### src/rtl/cmd_sched.sv
// Two-requester round-robin front end for cmd_pro: grants one job at a time,
// streams its cmd/A/B bytes, then waits (bounded) for the result strobe.
module cmd_sched #(
  parameter int unsigned TIMEOUT = 64
) (
  input  logic       clk,
  input  logic       res,
  input  logic       req0,
  input  logic       req1,
  input  logic [7:0] cmd0,
  input  logic [7:0] a0,
  input  logic [7:0] b0,
  input  logic [7:0] cmd1,
  input  logic [7:0] a1,
  input  logic [7:0] b1,
  output logic       ack0,
  output logic       ack1,
  output logic       done0,
  output logic       done1,
  output logic       err0,
  output logic       err1,
  output logic [7:0] result0,
  output logic [7:0] result1,
  output logic [7:0] din_pro,
  output logic       en_din_pro,
  input  logic [7:0] dout_pro,
  input  logic       en_dout_pro,
  output logic       busy,
  output logic [2:0] dbg_state
);

  // Handshake: a requester raises reqN with cmd/a/b stable and holds them until
  // the one-cycle ackN; operands are captured on the grant edge, and the job
  // later closes with exactly one doneN pulse (errN alongside it on timeout).

  typedef enum logic [2:0] {
    IDLE  = 3'd0,
    S_CMD = 3'd1,
    S_A   = 3'd2,
    S_B   = 3'd3,
    WAIT  = 3'd4
  } state_t;

  localparam logic [7:0] LAST_CNT = 8'(TIMEOUT - 1);

  state_t     state_q;
  logic       last_q;
  logic       owner_q;
  logic [7:0] a_q;
  logic [7:0] b_q;
  logic [7:0] cnt_q;
  logic       ack0_q, ack1_q;
  logic       done0_q, done1_q;
  logic       err0_q, err1_q;
  logic [7:0] result0_q, result1_q;
  logic [7:0] din_q;
  logic       en_din_q;
  logic       busy_q;

  logic       gnt_valid_d;
  logic       gnt_ch_d;
  logic [7:0] cmd_sel_d;
  logic [7:0] a_sel_d;
  logic [7:0] b_sel_d;

  // On a tie the channel that was not granted last wins.
  always_comb begin
    gnt_valid_d = req0 | req1;
    gnt_ch_d    = 1'b0;
    if (req0 && req1) gnt_ch_d = ~last_q;
    else if (req1)    gnt_ch_d = 1'b1;
    cmd_sel_d = gnt_ch_d ? cmd1 : cmd0;
    a_sel_d   = gnt_ch_d ? a1   : a0;
    b_sel_d   = gnt_ch_d ? b1   : b0;
  end

  always_ff @(posedge clk) begin
    if (!res) begin
      state_q   <= IDLE;
      last_q    <= 1'b1;
      owner_q   <= 1'b0;
      a_q       <= 8'h00;
      b_q       <= 8'h00;
      cnt_q     <= 8'h00;
      ack0_q    <= 1'b0;
      ack1_q    <= 1'b0;
      done0_q   <= 1'b0;
      done1_q   <= 1'b0;
      err0_q    <= 1'b0;
      err1_q    <= 1'b0;
      result0_q <= 8'h00;
      result1_q <= 8'h00;
      din_q     <= 8'h00;
      en_din_q  <= 1'b0;
      busy_q    <= 1'b0;
    end else begin
      ack0_q  <= 1'b0;
      ack1_q  <= 1'b0;
      done0_q <= 1'b0;
      done1_q <= 1'b0;
      err0_q  <= 1'b0;
      err1_q  <= 1'b0;
      case (state_q)
        IDLE: begin
          din_q    <= 8'h00;
          en_din_q <= 1'b0;
          busy_q   <= 1'b0;
          if (gnt_valid_d) begin
            ack0_q   <= ~gnt_ch_d;
            ack1_q   <= gnt_ch_d;
            owner_q  <= gnt_ch_d;
            last_q   <= gnt_ch_d;
            a_q      <= a_sel_d;
            b_q      <= b_sel_d;
            din_q    <= cmd_sel_d;
            en_din_q <= 1'b1;
            busy_q   <= 1'b1;
            state_q  <= S_CMD;
          end
        end
        S_CMD: begin
          din_q    <= a_q;
          en_din_q <= 1'b1;
          state_q  <= S_A;
        end
        S_A: begin
          din_q    <= b_q;
          en_din_q <= 1'b1;
          state_q  <= S_B;
        end
        S_B: begin
          din_q    <= 8'h00;
          en_din_q <= 1'b0;
          cnt_q    <= 8'h00;
          state_q  <= WAIT;
        end
        WAIT: begin
          cnt_q <= cnt_q + 8'd1;
          // The strobe is checked first so it wins a same-edge race with the timeout.
          if (en_dout_pro) begin
            if (owner_q) begin
              result1_q <= dout_pro;
              done1_q   <= 1'b1;
            end else begin
              result0_q <= dout_pro;
              done0_q   <= 1'b1;
            end
            busy_q  <= 1'b0;
            state_q <= IDLE;
          end else if (cnt_q == LAST_CNT) begin
            if (owner_q) begin
              result1_q <= 8'h00;
              done1_q   <= 1'b1;
              err1_q    <= 1'b1;
            end else begin
              result0_q <= 8'h00;
              done0_q   <= 1'b1;
              err0_q    <= 1'b1;
            end
            busy_q  <= 1'b0;
            state_q <= IDLE;
          end
        end
        default: begin
          din_q    <= 8'h00;
          en_din_q <= 1'b0;
          busy_q   <= 1'b0;
          state_q  <= IDLE;
        end
      endcase
    end
  end

  assign ack0       = ack0_q;
  assign ack1       = ack1_q;
  assign done0      = done0_q;
  assign done1      = done1_q;
  assign err0       = err0_q;
  assign err1       = err1_q;
  assign result0    = result0_q;
  assign result1    = result1_q;
  assign din_pro    = din_q;
  assign en_din_pro = en_din_q;
  assign busy       = busy_q;
  assign dbg_state  = state_q;

endmodule

### config.mk
export PLATFORM = sky130hd
export DESIGN_NAME = cmd_sched
export DESIGN_NICKNAME = d
export VERILOG_FILES = /design/src/rtl/cmd_sched.sv
export SDC_FILE = /design/constraint.sdc
export NUM_CORES = 1
export LEC_CHECK = 0
export CORE_ASPECT_RATIO = 2
export CORE_MARGIN = 1
export CORE_UTILIZATION = 33
export CTS_CLUSTER_SIZE = 20
export DETAILED_ROUTE_END_ITERATION = 10
export PLACE_DENSITY_LB_ADDON = 0.15
export SLEW_MARGIN = 15
export SYNTH_ARGS = -nofsm -noshare
export SYNTH_HDL_FRONTEND = slang
export SYNTH_SLANG_ARGS = --single-unit
### constraint.sdc
create_clock -name clk -period 1.9 [get_ports clk]
set_input_delay 0.38 -clock clk [delete_from_list [all_inputs] [get_ports clk]]
set_output_delay 0.38 -clock clk [all_outputs]
set_load 0.02 [all_outputs]
Yosys cells after proc, flatten, opt, wreduce, memory -nomap -nowiden
Cells that the tools add are included.
- add/subtract/negate cells: 1
- eq/ne operators: 7
- mux-type cells: 31
- bitwise logic cells: 7
- reduce and logical (&&, ||, !) cells: 14
- operators with widths (cell ; count):
    $mux W8 ; 12
    $pmux W8 S4 ; 1
    $pmux W8 S2 ; 1
    $pmux W3 S5 ; 1
    $mux W1 ; 11
    $mux W3 ; 3
    $reduce_and A3 Y1 ; 3
    $add A8 B1 Y8 const B ; 1
    $eq A8 B6 Y1 const B ; 1
    $reduce_and A2 Y1 ; 4
    $eq A3 B2 Y1 const B ; 2
    $not A1 Y1 ; 6
    $pmux W1 S3 ; 2
    $reduce_or A3 Y1 ; 2
    $reduce_bool A2 Y1 ; 2
    $eq A3 B1 Y1 const B ; 1
    $eq A3 B3 Y1 const B ; 1
    $logic_not A3 Y1 ; 1
    $ne A3 B3 Y1 const B ; 1
    $ne A2 B2 Y1 const B ; 1
    $reduce_or A2 Y1 ; 1
    $logic_and A1 B1 Y1 ; 1
    $or A1 B1 Y1 ; 1
- register bits: 61
- input port bits: 61
- output and inout bits: 35
- logic and storage cells: 77

Longest topological paths before layout
Gate-level depths: netlist of the first run.
- word-level depth: 5
- mapped depth: 6
- depth with buffers taken out: 4

Worst setup path after synthesis of the first run
OpenSTA, ideal clock, no wires.
- path kind: register -> register
- start: reg state_q[2], in the netlist dbg_state[2]
- end: reg cnt_q[3]
- library setup time: 0.070 ns
- arrival time: 1.553 ns
- required time: 1.830 ns
- slack: 0.277 ns
- cell stages (with the launch flop): 6
- buffers on the path: 2
- period minus slack after synthesis: 1.623 ns
- cell sequence: dfxtp_1 buf_4 or3b_1 buf_2 or3_1 a21boi_1
- cells in the longest elaborated chain, start to end: 2
- elaborated cells between the ends (all ways): 4
- classes of those cells: 2 x eq/ne; 1 x mux; 1 x reduce/logical
- RTL lines (item ; RTL line ; RTL):
    start, declared ; 46 ; state_t state_q;
    start signal, assigned ; 79 ; state_q <= IDLE;
    start signal, assigned ; 118 ; state_q <= S_CMD;
    start signal, assigned ; 124 ; state_q <= S_A;
    $eq A3 B3 Y1 / $eq A3 B2 Y1 (equally long branches) ; 103 ; case (state_q)
    $pmux W8 S2 / $reduce_bool A2 Y1 (equally long branches) ; - ;
    end signal, assigned ; 138 ; cnt_q <= cnt_q + 8'd1;
    end, declared ; 51 ; logic [7:0] cnt_q;
Parallel ways exist; a longest one is shown, timed or not.
A chain may end at the register's enable or synchronous reset.

Final worst setup path of the first run
- start: reg state_q[1], in the netlist dbg_state[1]
- end: out dbg_state[1]
- RTL lines (item ; RTL line ; RTL):
    end, declared ; 29 ; output logic [2:0] dbg_state
No word-level cell between the ends.

==> results_dict.tcl, run 1 <==
set metrics [dict create \
    status "finished, final reports clean" \
    layout_min_cycle_time_ps 1790 \
    synth_top_cell_by_area "dfxtp_1" \
    routabilityCongestion 0.814 \
    slew_headroom 0.504 \
    cp.required_ps 1520 \
    setup_slack_ps 109 \
    ant_nets 0 \
    fmax_mhz 558 \
    yosysTopAreaCellShare 0.458 \
    rsz0062_at_grt "false" \
    grt_pass1_wl_um 13100 \
    synth_area_per_cell_um2 8.52 \
    hp-class "reg2reg" \
    wl_per_cell_um 14.9 \
    ys_warn_count 0 \
    ctsRootBufferMaster "clkbuf_16" \
    grtUsageTotal 0.204 \
    clk_path_buf_depth 2 \
    syn_inst 313 \
    critPathSlowestCell "clkdlybuf4s50_1" \
    crit_family "buffers and inverters" \
    powerDensity_nw_per_um2 870 \
    synthFlopType "dfxtp_1" \
    start_util 0.338 \
    finalPower_mw 3.54 \
    holdWs_ps 461 \
    worst_setup_path_start_kind "flip-flop" \
    cp_max_fo 10 \
    maxCapViolations 0 \
    rows 46 \
    ctsResizeCount 2 \
    synth_edf_count 0 \
    cts-buffers-inserted 9 \
    fin_crit_sh 0.943 \
    place_area_um2 3780 \
    leakage_nw 1.51 \
    synth_commonest_cells "61 x dfxtp_1, 59 x nand2_1, 27 x o21ai_0, 16 x a31oi_1, 16 x clkbuf_1" \
    path_buf_inv 1 \
    clk_pin_slew_worst_paths_ps 50 \
    route.detailed.drc 0 \
    dr.pass1.iters 4 \
    finalHoldViolCount 0 \
    drive_gt1_frac 0.0894 \
    fin_area_um2 4070 \
    grt-ovfl-total 0 \
    cpPeakStageDelay_ps 650 \
    via_per_inst 5.19 \
    die_w_um 65.6 \
    die_area_um2 8470 \
    tightestPinTransition_ps 743 \
    drt-initial-drc-count 135 \
    num_io_pins 96 \
    async_reset_ff_frac 0 \
    preCtsSetupSlack_ps -10.8 \
    chipHeight_um 129 \
    synthToLayoutAreaGrowth_pct 52.4 \
    slew_viol_final 0 \
    hpwlAfterDp_um 5710 \
    core_area_um2 7890 \
    vdd_drop_max_v 0.000513 \
    wirelength_um 7600 \
    antennaDiodeCount 0 \
    worstPathArrival_ps 1410 \
    setup.worst_path.class "reg2out" \
    netlist-cell-type-count 45 \
    syn-cell-area_um2 2670 \
    cts_tree "done" \
    synth.area.top_cells "dfxtp_1 46%, nand2_1 8.3%, o21ai_0 5.1%" \
    dr_total_vias 2645 \
    synth_seq_area_share 0.458 \
    cts_hold_buf 0 \
    end_kind "primary output" \
    synth_most_common_cell "dfxtp_1" \
    clk_latency_ps 330 \
    antenna_found_initial 0 \
    cts.sinks 61 \
    grt_pass1_vias 2710 \
    io_buffers 95 \
    synth_nets 375 \
    finalNetCount 472 \
    ys_seq_elements 61 \
    grt_max_degree 33 \
    finClkSkew_ps 6.33 \
    post_cts_buffers 0 \
    setup_viol 0 \
    crit_chain "clkdlybuf4s50_1" \
    htree_levels 3 \
]
report_power, final:
part           switching, mW  internal [mW]
Sequential            0.0652           1.37
Clock                  0.541          0.979
Combinational          0.272          0.309
metrics by stage:
| stage | utilization | TNS (ps) | std cells |
|---|---|---|---|
| global placement | 0.480 | 0 | 495 |
| CTS | 0.515 | 0 | 510 |
| finish | 0.516 | 0 | 510 |
| detailed placement | 0.480 | -29.0 | 495 |
| floorplan | - | 0 | 313 |
| global route | 0.516 | 0 | 510 |
area by class of cell:
class / count / area (um^2)
Fill cell: 773 / 3820
Clock buffer: 14 / 274
Sequential cell: 61 / 1220
Clock inverter: 1 / 5.00
Timing Repair Buffer: 113 / 1110
Multi-Input combinational cell: 225 / 1330
Tap cell: 96 / 120
placed cells by master (no fill, tap or decap), types with 7 or more instances in the layout:
cell and n:
a21oi_1 9, nand3_1 11, o221ai_1 10, a21boi_0 7, nor2_1 9, clkbuf_16 9
o2bb2ai_1 8, nand2_1 59, a31oi_1 16, a22oi_1 9, mux2i_1 8, dfxtp_1 59
clkdlybuf4s50_1 94, o21ai_0 27, buf_4 16
registers in the layout, summed over array words and instances (netlist names):
| name | cells |
|---|---|
| done1 | 1 |
| dbg_state | 3 |
| a_q | 8 |
| result1 | 8 |
| result0 | 8 |
| err0 | 1 |
| en_din_pro | 1 |
| err1 | 1 |
| done0 | 1 |
| b_q | 8 |
| busy | 1 |
| cnt_q | 8 |
| ack0 | 1 |
| owner_q | 1 |
| last_q | 1 |
| din_pro | 8 |
| ack1 | 1 |
final timing paths:
| path | to | from | cells after the start | slack [ps] |
|---|---|---|---|---|
| setup / recovery | dbg_state[1] | dbg_state[1] | 1 | 110 |
| setup reg to reg | cnt_q[7] | dbg_state[2] | 4 | 220 |
| hold reg to reg | result1[6] | result1[6] | 1 | 460 |
| hold / removal | result1[6] | result1[6] | 1 | 460 |
kinds of logic after synthesis:
logic type	count (synthesis)	synth area share
buffers and inverters	27	0.0441
AND/OR/NAND/NOR	115	0.210
adder cells (fa/ha/maj)	1	0.00469
AO/OA/AOI/OAI	101	0.253
flip-flops	61	0.458
multiplexers	8	0.0300
per-layer routing:
| layer | global-route usage | vias to the layer above | part of all wire |
|---|---|---|---|
| li1 | - | 1338 | - |
| met1 | 0.211 | 1223 | 0.36 |
| met2 | 0.378 | 73 | 0.58 |
| met3 | 0.0475 | 11 | 0.042 |
| met4 | 0.0882 | 0 | 0.018 |
| met5 | 0 | - | 0 |
Note: power is estimated with default switching activity, not from simulation.
==> run 2, diff against run 1 <==
--- a/config.mk
+++ b/config.mk
@@ -8,6 +8,7 @@
 export CORE_ASPECT_RATIO = 2
 export CORE_MARGIN = 1
 export CORE_UTILIZATION = 33
+export CTS_CLUSTER_DIAMETER = 120
 export CTS_CLUSTER_SIZE = 20
 export DETAILED_ROUTE_END_ITERATION = 10
 export PLACE_DENSITY_LB_ADDON = 0.15
==> results of run 2 <==
Final layout, timing and power as in run 1 (identical DEF).
